**src/rtl/int_ctrl_pkg.sv**
```systemverilog
// Shared definitions for the CP0 interrupt controller: FSM encoding,
// cause-code defaults and CP0 register indices.
package int_ctrl_pkg;

  localparam int unsigned NUM_SRC_DEF = 8;
  localparam int unsigned CAUSE_W_DEF = 5;
  localparam logic [4:0] CAUSE_BASE_DEF = 5'd8;

  // CP0 register indices touched by the controller's write side
  localparam logic [4:0] CP0_REG_ENABLE = 5'd11;
  localparam logic [4:0] CP0_REG_BASE   = 5'd12;
  localparam logic [4:0] CP0_REG_CAUSE  = 5'd13;
  localparam logic [4:0] CP0_REG_EPC    = 5'd14;

  typedef enum logic [1:0] {
    ST_IDLE    = 2'd0,
    ST_ENTER   = 2'd1,
    ST_SERVICE = 2'd2,
    ST_EXIT    = 2'd3
  } state_t;

  // Width of a source index; at least one bit even for a single source
  function automatic int unsigned sel_width(input int unsigned n);
    return (n > 1) ? $clog2(n) : 1;
  endfunction

endpackage

```
**src/rtl/int_prio_enc.sv**
```systemverilog
// Fixed-priority encoder: the lowest set pending bit wins.
module int_prio_enc
  import int_ctrl_pkg::*;
#(
  parameter int unsigned NUM_SRC = NUM_SRC_DEF
) (
  input  logic [NUM_SRC-1:0]            pending,
  output logic [sel_width(NUM_SRC)-1:0] sel,
  output logic                          valid
);

  localparam int unsigned SEL_W = sel_width(NUM_SRC);

  // Scan from the top down so the lowest set index is the final assignment
  always_comb begin
    sel   = '0;
    valid = 1'b0;
    for (int k = int'(NUM_SRC) - 1; k >= 0; k--) begin
      if (pending[k]) begin
        sel   = SEL_W'(k);
        valid = 1'b1;
      end
    end
  end

endmodule

```
**src/rtl/int_ctrl.sv**
```systemverilog
// Interrupt controller feeding the CP0 write port: edge capture, priority
// selection, pipeline handshake and EPC/Cause/enable write strobes.
module int_ctrl
  import int_ctrl_pkg::*;
#(
  parameter int unsigned          NUM_SRC    = NUM_SRC_DEF,
  parameter int unsigned          CAUSE_W    = CAUSE_W_DEF,
  parameter logic [CAUSE_W-1:0]   CAUSE_BASE = CAUSE_W'(CAUSE_BASE_DEF)
) (
  input  logic                clk,
  input  logic                rst_n,
  input  logic [NUM_SRC-1:0]  irq_i,
  input  logic                int_en_i,
  input  logic [31:0]         pc_i,
  input  logic                take_i,
  input  logic                eret_i,
  output logic                int_req_o,
  output logic                int_taken_o,
  output logic                write_epc_o,
  output logic                write_cause_o,
  output logic                write_int_o,
  output logic                int_en_wr_o,
  output logic [31:0]         epc_o,
  output logic [CAUSE_W-1:0]  cause_o,
  output logic [NUM_SRC-1:0]  pending_o
);

  localparam int unsigned SEL_W = sel_width(NUM_SRC);

  state_t             state;
  state_t             state_next;
  logic [NUM_SRC-1:0] pending;
  logic [NUM_SRC-1:0] pending_next;
  logic [NUM_SRC-1:0] irq_prev;
  logic [NUM_SRC-1:0] clr;
  logic [SEL_W-1:0]   sel;
  logic               sel_valid;
  logic               take;

  int_prio_enc #(
    .NUM_SRC (NUM_SRC)
  ) u_prio_enc (
    .pending (pending),
    .sel     (sel),
    .valid   (sel_valid)
  );

  // Next state, request and pending update; a new edge beats a same-cycle clear
  always_comb begin
    state_next = state;
    take       = 1'b0;
    clr        = '0;
    int_req_o  = (state == ST_IDLE) && sel_valid && int_en_i;
    unique case (state)
      ST_IDLE: begin
        if (int_req_o && take_i) begin
          take       = 1'b1;
          clr[sel]   = 1'b1;
          state_next = ST_ENTER;
        end
      end
      ST_ENTER:   state_next = ST_SERVICE;
      ST_SERVICE: if (eret_i) state_next = ST_EXIT;
      ST_EXIT:    state_next = ST_IDLE;
      default:    state_next = ST_IDLE;
    endcase
    pending_next = (pending & ~clr) | (irq_i & ~irq_prev);
  end

  // FSM state register
  always_ff @(posedge clk or negedge rst_n) begin
    if (!rst_n) state <= ST_IDLE;
    else        state <= state_next;
  end

  // Edge detector history and pending latch
  always_ff @(posedge clk or negedge rst_n) begin
    if (!rst_n) begin
      irq_prev <= '0;
      pending  <= '0;
    end else begin
      irq_prev <= irq_i;
      pending  <= pending_next;
    end
  end

  // EPC/Cause capture on the take edge; held until the next entry
  always_ff @(posedge clk or negedge rst_n) begin
    if (!rst_n) begin
      epc_o   <= '0;
      cause_o <= '0;
    end else if (take) begin
      epc_o   <= pc_i;
      cause_o <= CAUSE_BASE + CAUSE_W'(sel);
    end
  end

  // Write strobes registered from the state being entered
  always_ff @(posedge clk or negedge rst_n) begin
    if (!rst_n) begin
      int_taken_o   <= 1'b0;
      write_epc_o   <= 1'b0;
      write_cause_o <= 1'b0;
      write_int_o   <= 1'b0;
      int_en_wr_o   <= 1'b0;
    end else begin
      int_taken_o   <= (state_next == ST_ENTER);
      write_epc_o   <= (state_next == ST_ENTER);
      write_cause_o <= (state_next == ST_ENTER);
      write_int_o   <= (state_next == ST_ENTER) || (state_next == ST_EXIT);
      int_en_wr_o   <= (state_next == ST_EXIT);
    end
  end

  assign pending_o = pending;

endmodule

```
**config.mk**
```make
export PLATFORM = sky130hd
export DESIGN_NAME = int_ctrl
export DESIGN_NICKNAME = d
export VERILOG_FILES = /design/src/rtl/int_ctrl_pkg.sv /design/src/rtl/int_prio_enc.sv /design/src/rtl/int_ctrl.sv
export SDC_FILE = /design/constraint.sdc
export NUM_CORES = 1
export LEC_CHECK = 0
export CAP_MARGIN = 10
export CORE_MARGIN = 2
export CORE_UTILIZATION = 30
export DETAILED_ROUTE_END_ITERATION = 16
export GPL_ROUTABILITY_DRIVEN = 1
export PLACE_DENSITY = 0.58
export SETUP_SLACK_MARGIN = 0.02
export SLEW_MARGIN = 20
export SYNTH_ARGS = -nofsm -noshare
export SYNTH_HDL_FRONTEND = slang
export SYNTH_HIERARCHICAL = 1
export SYNTH_SLANG_ARGS = --single-unit
```
**constraint.sdc**
```tcl
create_clock -name clk -period 2.82 [get_ports clk]
set_input_delay 0.846 -clock clk [delete_from_list [all_inputs] [get_ports clk]]
set_output_delay 0.846 -clock clk [all_outputs]
set_load 0.005 [all_outputs]
```
==> flow_summary.json <==
{
  "status": "complete, no violations",
  "ys_seq_elements": 56,
  "grt_max_degree": 31,
  "grt_pass1_wl_mm": 6.54,
  "path_class": "in2out",
  "synth_compound_area_share_pct": 8.09,
  "worst_ep_required_time_ps": 1970,
  "ys.flop_type": "dfrtp_1",
  "holdBufCountCts": 0,
  "rsz0062_at_grt": "no",
  "io_pins": 96,
  "ant_nets": 0,
  "drc": 0,
  "startpoint_type": "input port",
  "post-cts-setup-buffers": 0,
  "drv_slew": 0,
  "synth_edf_count": 0,
  "final_util_pct": 46.6,
  "cts_root_buffer": "clkbuf_8",
  "ys_types": 26,
  "cts_tree": "done",
  "synth_cells": 157,
  "die-area_sq_um": 7970,
  "synth_most_common_cell": "dfrtp_1",
  "wire_per_inst_microns": 12.5,
  "num_rows": 31,
  "synth_xor_area_share_pct": 0,
  "n_antenna_cell": 0,
  "muxShareOfSynthArea_pct": 16.5,
  "yosysTopAreaCell": "dfrtp_1",
  "yosys_warnings": 6,
  "setup_viol": 0,
  "hold_viol": 0,
  "start_util_pct": 30.6,
  "p_total_w": 0.00277,
  "area_growth_pct": 52.5,
  "synth_seq_area_share_pct": 64.3,
  "synth_fa_ha_area_share_pct": 1.15,
  "peakVddDrop_mv": 0.314,
  "cts_buffer_depth": 2,
  "fin_nets": 304,
  "routed_wl_mm": 4.46,
  "endpoint_kind": "output port",
  "syn_area_sq_um": 2180,
  "vias": 1542,
  "cts_max_level": 2,
  "first_pass_iters": 4,
  "fin_worst_skew_ps": 3.86,
  "die_h_microns": 89.3,
  "gp_congestion": 0.716,
  "max_freq_mhz": 389,
  "fin_crit_sh_pct": 91.2,
  "grt_usage_pct": 10.8,
  "cts_buffers": 5,
  "synth_commonest_cells": "56 x dfrtp_1, 32 x mux2_2, 15 x inv_1",
  "hold_class": "in2async",
  "synth_top_cell_area_share_pct": 64.3,
  "dp_cells": 349,
  "timing.hold.ws_ps": 324,
  "drive_gt1_share_pct": 19.1,
  "syn-num-nets": 204,
  "viasPerCell": 4.33,
  "path_clk_slew_ps": 90,
  "core_sq_um": 7140,
  "arrival_ps": 1730,
  "fin_crit_ps": 2570,
  "netlist_top_cells_area": "dfrtp_1 64%, mux2_2 17%, inv_1 2.6%",
  "final_cells": 356,
  "async_flop_share_pct": 100,
  "grt_overflow": 0,
  "synth_area_per_cell_sq_um": 13.9,
  "synth_top_family_by_area": "multiplexers",
  "cp_max_fo": 2,
  "power_leakage_nw": 1.40,
  "dp_hpwl_mm": 3.42,
  "powerDensity_nw_per_um2": 834,
  "cap_violations": 0,
  "dieWidth_microns": 89.3,
  "antenna_found_initial": 0,
  "grt_pass1_vias": 1363,
  "initialDrtViolationCount": 44,
  "clock_sinks": 56,
  "synthSimpleGateAreaFrac_pct": 4.36,
  "clkLatencyLatePin_ps": 300,
  "port_buffers": 94
}
routing by layer:
layer / part of all wire [%] / GRT usage (%)
met4: 1.7 / 4.88
met2: 47 / 16.7
met1: 44 / 14.2
met5: 0 / 0
met3: 7.2 / 3.05
per-stage QoR:
stage | area (sq um) | worst slack (ps) | TNS, ps
after floorplan | 2180 | 930 | 0
after global placement | 3230 | -16.0 | -16.0
after detailed placement | 3230 | -26.9 | -26.9
after CTS | 3330 | 244 | 0
after global routing | 3330 | 128 | 0
final | 3330 | 248 | 0
worst max-delay path, stage by stage:
cell	delay (ps)
clkdlybuf4s50_1	470
and3_1	150
dlygate4sd2_1	250
flip-flops by register name (all words and copies together) (netlist names):
name	flops
cause_o	4
epc_o	32
int_en_wr_o	1
irq_prev	8
pending_o	8
state	2
write_cause_o	1
cell usage in the layout, fill, tap and decap left out, types with 2 or more instances in the layout:
cell / Yosys / layout
ha_1: 2 / 2
o41ai_1: 6 / 6
clkdlybuf4s50_1: 0 / 92
mux2_2: 32 / 32
buf_4: 4 / 7
nor2_1: 2 / 2
nand2_1: 5 / 5
clkbuf_8: 0 / 7
inv_1: 15 / 15
o21ai_1: 5 / 5
o31ai_1: 2 / 2
o21ai_0: 8 / 8
nor2b_1: 4 / 4
dfrtp_1: 56 / 56
area by class of cell:
cell class	count	area, sq um
fillers	680	3810
flip-flops and latches	56	1400
repair buffers	101	987
multi-input cells	78	661
well taps	99	124
clock buffers	7	96.3
inverters	15	56.3
power by group:
part / leakage, nW / internal, W / total (W) / switching (W)
Combinational: 0.699 / 0.000768 / 0.00110 / 0.000331
Clock: 0.0503 / 0.000219 / 0.000451 / 0.000232
Sequential: 0.647 / 0.00108 / 0.00122 / 0.000140
Total: 1.40 / 0.00207 / 0.00277 / 0.000703
repair_timing:
action                                  CTS  global route
hold endpoints to repair                  0             0
endpoints found under the setup margin    1             0
gates resized for setup                   1             0
cells by family after synthesis:
family / Yosys count
DFF: 56
muxes: 32
AOI/OAI and AO/OA: 26
buffers and inverters: 23
and+or+nand+nor: 17
adders and majority gates: 2
other: 1
path summary, 6_finish.rpt:
check / from / end / slack (ps) / cells after the start
setup / recovery: int_en_i / int_req_o / 250 / 3
hold / removal: rst_n / epc_o[17]$_DFFE_PN0P_ / 320 / 1
setup reg to reg: pending_o[2]$_DFF_PN0_ / pending_o[4]$_DFF_PN0_ / 910 / 5
hold reg to reg: irq_prev[1]$_DFF_PN0_ / pending_o[1]$_DFF_PN0_ / 410 / 1
max in group asynchronous: rst_n / epc_o[15]$_DFFE_PN0P_ / 1950 / 2
min in group clk: irq_prev[1]$_DFF_PN0_ / pending_o[1]$_DFF_PN0_ / 410 / 1
Power figures use the tool's default switching activity.
==> variant 1: new RTL, same settings <==
`CAUSE_W_DEF`: 5 -> 7.
--- a/src/rtl/int_ctrl_pkg.sv
+++ b/src/rtl/int_ctrl_pkg.sv
@@ -3,7 +3,7 @@
 package int_ctrl_pkg;
 
   localparam int unsigned NUM_SRC_DEF = 8;
-  localparam int unsigned CAUSE_W_DEF = 5;
+  localparam int unsigned CAUSE_W_DEF = 7;
   localparam logic [4:0] CAUSE_BASE_DEF = 5'd8;
 
   // CP0 register indices touched by the controller's write side
Interface: changed (resized cause_o); port bits go from 96 to 98. The function was not compared with the original's and may differ.
==> variant 1 against the unedited design <==
Die area rose by 0.66%; total power barely moved; via count grew 2.0%; critical path depth did not move; core utilization decreased by 0.11 points; critical path type unchanged; largest cell class unchanged; cell area increased by 0.30%; largest power group unchanged; sequential cell count did not move; routed wire length is 4.0% higher; clock power fell by 3%; worst setup slack gained 0.039 ns; area after synthesis rose by 0.69%.
==> variant 1: results (changes against the unedited design) <==
The run finished with clean final reports. The estimated wirelength of the detail-placed design was 3.320 mm (-2.9%); the ratio of cells with drive above 1 in the final layout was 17.90% (-1.2 points). The run gives 49 (+58%) as the maximum number of pins on one net before global-route repair. The logs give 63.82% (-0.44 points) for the fraction of the yosys area taken by sequential cells and 0 (unchanged) for the final antenna diode count.

The via count of the first global-routing pass was 1531 (+12%); the quantity of I/O buffers inserted on ports was 94 (unchanged). The total of endpoints with negative setup slack in the final report is 0 (unchanged), and the overall routed net length is 4.638 mm (+4.0%). Ranked by flip-flop count, first place goes to epc_o. After synthesis, the most frequently instantiated cells are dfrtp_1, mux2_2, inv_1, o21ai_0.

Detail-routed via count per cell: 4.419 (+2.0%). The maximum vdd drop came out at 0.3998 mV (+27%). The final-stage net count is 303 (-0.33%), and the async set-reset flop share out of synthesis is 100.0% (unchanged). Worst clock skew: 0.003719 ns (-0.0001387 ns). In this run the worst hold path is classified as reg2reg. By area the synthesized netlist is led by dfrtp_1, mux2_2, inv_1. The maximum level of the CTS H-tree came out at 2 (unchanged). Clock tree root buffer cell: clkbuf_8. The tools report the total placed cells including tap cells as 348 (-0.29%). The average wire per cell in the routed design came out at 13.03 um (+4.0%). The global placement routability congestion was 0.7526 (+5.1%).

The leakage power is 1.396 nW (about the same). The initial antenna violation count is 0 (unchanged), and the per-instance average area after synthesis is 13.81 um^2 (-0.58%). Combined global-route utilization of all metal layers: 11.87% (+1.1 points). Setup slack on the worst reg-to-reg path comes out at 0.92 ns.

The yosys synthesis warning count is 6 (unchanged), and the count of cell types in the netlist is 26 (unchanged). The number of filler instances in the final layout came out at 666 (-2.1%). The global-route wire length before repair came out at 7.265 mm (+11%).

The number of flip-flops under the largest register name is 32 (unchanged), and the number of buffers inserted during clock tree synthesis is 5 (unchanged). Data arrival time of the critical path: 1.69 ns (-0.04 ns). The tools report the count of routing violations after the opening detailed-route iteration as 28 (-36%).
==> variant 1: critical path, stage by stage <==
cell and delay, ns:
clkdlybuf4s50_1 0.47, and3_1 0.15, dlygate4sd2_1 0.23
==> variant 1: final timing paths <==
check / to / cells past startpoint / startpoint
worst max-delay path: int_req_o / 3 / int_en_i
worst min-delay path: pending_o[4]$_DFF_PN0_ / 1 / irq_prev[4]$_DFF_PN0_
worst max register to register: pending_o[5]$_DFF_PN0_ / 5 / pending_o[2]$_DFF_PN0_
worst min register to register: pending_o[4]$_DFF_PN0_ / 1 / irq_prev[4]$_DFF_PN0_
max in group asynchronous: irq_prev[7]$_DFF_PN0_ / 2 / rst_n
min in group asynchronous: epc_o[20]$_DFFE_PN0P_ / 1 / rst_n
==> variant 1: kinds of logic after synthesis <==
kind of cell	share of synthesized area, %
AO/OA/AOI/OAI	8.034
multiplexers	16.41
AND/OR/NAND/NOR	4.331
flip-flops	63.82
other	0.1708
adder cells (fa/ha/maj)	1.139
buffers and inverters	6.096
==> variant 1: report_power, final <==
part | total (mW) | leakage [nW] | switching [mW] | internal, mW
Clock | 0.437 | 0.0455 | 0.236 | 0.201
Combinational | 1.12 | 0.703 | 0.344 | 0.772
Sequential | 1.22 | 0.647 | 0.136 | 1.08
==> variant 1: area by class of cell <==
class | instances | area (um^2) | area share [%]
flip-flops and latches | 56 | 1401 | 42.01
repair buffers | 98 | 989.7 | 29.67
multi-input cells | 80 | 674.4 | 20.22
well taps | 99 | 123.9 | 3.713
clock buffers | 8 | 90.09 | 2.701
inverters | 15 | 56.30 | 1.688
==> variant 1: stage by stage <==
| step | area, um^2 | total power [mW] | setup WS [ns] | hold slack [ns] | utilization, % |
|---|---|---|---|---|---|
| 2_1_floorplan | 2203 | 1.656 | 0.9300 | 0.3919 | - |
| 3_3_place_gp | 3241 | 2.350 | 0.01695 | 0.3925 | 45.16 |
| 3_5_place_dp | 3241 | 2.371 | 0.01791 | 0.4045 | 45.16 |
| 4_1_cts | 3336 | 2.829 | 0.2604 | 0.4177 | 46.49 |
| 5_1_grt | 3336 | 2.990 | 0.1814 | 0.4310 | 46.49 |
| 6_report | 3336 | 2.772 | 0.2864 | 0.4123 | 46.49 |
==> variant 1: metal layers <==
layer / track usage (%) / share of wire [%] / vias up
met5: 0 / 0 / -
met4: 5.699 / 1.9 / 0
met3: 3.047 / 7.1 / 8
met2: 19.45 / 48 / 58
met1: 14.55 / 43 / 775
li1: - / - / 732
==> variant 1: timing repair <==
action / 4_1_cts / 5_1_grt
setup buffers: 0 / 0
endpoints found under the setup margin: 1 / 0
resized for setup: 2 / 0
==> variant 2: new RTL, same settings <==
Made on the original files. Put one more register stage on the output `int_taken_o`, cleared by the reset. The value now appears one clock later. The other outputs are not delayed to match.
--- a/src/rtl/int_ctrl.sv
+++ b/src/rtl/int_ctrl.sv
@@ -26,6 +26,8 @@
 );
 
   localparam int unsigned SEL_W = sel_width(NUM_SRC);
+
+  logic int_taken_s0;
 
   state_t             state;
   state_t             state_next;
@@ -98,13 +100,13 @@
   // Write strobes registered from the state being entered
   always_ff @(posedge clk or negedge rst_n) begin
     if (!rst_n) begin
-      int_taken_o   <= 1'b0;
+      int_taken_s0  <= 1'b0;
       write_epc_o   <= 1'b0;
       write_cause_o <= 1'b0;
       write_int_o   <= 1'b0;
       int_en_wr_o   <= 1'b0;
     end else begin
-      int_taken_o   <= (state_next == ST_ENTER);
+      int_taken_s0  <= (state_next == ST_ENTER);
       write_epc_o   <= (state_next == ST_ENTER);
       write_cause_o <= (state_next == ST_ENTER);
       write_int_o   <= (state_next == ST_ENTER) || (state_next == ST_EXIT);
@@ -114,5 +116,13 @@
 
   assign pending_o = pending;
 
+  always_ff @(posedge clk or negedge rst_n) begin
+    if (!rst_n) begin
+      int_taken_o <= '0;
+    end else begin
+      int_taken_o <= int_taken_s0;
+    end
+  end
+
 endmodule
 
Check against the original RTL: not equivalent (a bounded check fails within 4 cycles, from zero or initial values and one cycle with rst_n low).
==> variant 2 against the unedited design <==
Routed wire length up 5.2%; cell area increased by 3.7%; final cell count grew 2.0%; core utilization rose by 1.5 points; total power grew 10%; worst setup slack worse by 0.018 ns; hold slack improved by 0.085 ns; critical path depth rose by 1; via count is 0.97% higher; sequential cell count rose by 1; register-to-register slack barely moved; non-clock buffer count shrank 3; area after synthesis up 0.80%; global-route usage up 2.0 points; highest routed layer unchanged.
==> variant 2: results (changes against the unedited design) <==
The flow ran to the end, and the final reports show no timing, DRC or antenna violations. The post-route worst hold slack is 0.4098 ns (+0.08542 ns), and the number of buffers inserted during clock tree synthesis is 9 (+4). The least setup slack across all paths after layout was 0.2298 ns (-0.01804 ns); the detailed-route via count was 1557 (+0.97%). Worst slack after detailed placement: 0.01538 ns (+0.04224 ns). Maximum vdd drop: 0.4341 mV (+38%).

For the cell area after placement, the log shows 3258 um^2 (+0.85%). The fraction of the yosys area taken by sequential cells was 64.88% (+0.63 points). The per-instance average area after synthesis was 14.00 um^2 (+0.80%).

The core occupancy in the finished layout was 48.07% (+1.5 points). The tools report the global-route wire length before repair as 7.507 mm (+15%). The ratio of cells with drive above 1 in the final layout was 20.45% (+1.4 points).

Worst clock skew: 0.006605 ns (+0.002747 ns). In this run the worst hold path is classified as reg2reg. The leakage power came out at 1.459 nW (+4.5%). The clock latency on the worst-skew pair was 0.32 ns (+0.02 ns). The total placed cells including tap cells is 347 (-0.57%). For the maximum level of the CTS H-tree, the log shows 3 (+1). Combined global-route utilization of all metal layers: 12.80% (+2.0 points). For the global placement routability congestion, the log shows 0.7429 (+3.8%).

Yosys attributes the largest share of cell area to dfrtp_1, mux2_2, inv_1. The count of routing violations after the opening detailed-route iteration came out at 72 (+64%). The estimated wirelength of the detail-placed design was 3.335 mm (-2.4%). The maximum number of pins on one net before global-route repair came out at 49 (+58%).
==> variant 2: cells by family (layout without fill, tap and decap cells) <==
| kind of cell | Yosys count | in the layout | share of synthesized area (%) |
|---|---|---|---|
| simple gates | 17 | 17 | 4.326 |
| other cells | 1 | 1 | 0.1706 |
| compound gates | 26 | 26 | 8.025 |
| mux | 32 | 32 | 16.39 |
| flops | 57 | 57 | 64.88 |
| fa+ha+maj | 2 | 2 | 1.138 |
| buf+inv | 22 | 129 | 5.065 |
==> variant 2: critical path, stage by stage (launching register included) <==
cell	delay [ns]
dfrtp_1	0.42
nor4_1	0.38
nand2_1	0.18
and3_1	0.20
dlygate4sd2_1	0.26
==> variant 2: per-layer routing <==
layer,track usage (%),share of wire [%],up-vias
li1,-,-,746
met1,15.93,42,749
met2,18.92,50,56
met3,7.221,7.0,6
met4,4.071,1.2,0
met5,0,0,-
==> variant 2: worst paths after layout <==
path,from,depth (start not counted),to
worst min register to register,irq_prev[5]$_DFF_PN0_,1,pending_o[5]$_DFF_PN0_
worst min-delay path,irq_prev[5]$_DFF_PN0_,1,pending_o[5]$_DFF_PN0_
worst max register to register,pending_o[5]$_DFF_PN0_,5,epc_o[11]$_DFFE_PN0P_
max in group asynchronous,rst_n,2,epc_o[15]$_DFFE_PN0P_
min in group asynchronous,rst_n,1,cause_o[1]$_DFFE_PN0P_
worst max-delay path,pending_o[5]$_DFF_PN0_,4,int_req_o
==> variant 2: layout make-up <==
class	count	area, um^2
sequential	57	1426
clock inverter	2	10.01
fill	677	3726
tap	99	123.9
inverter	15	56.30
clock buffer	14	182.7
timing repair buffer	98	989.7
multi-input combinational	78	660.6
==> variant 2: power by group <==
part	total [mW]	internal [mW]	switching (mW)
sequential	1.24	1.10	0.141
combinational	1.10	0.771	0.332
clock	0.713	0.412	0.300
total	3.06	2.29	0.773
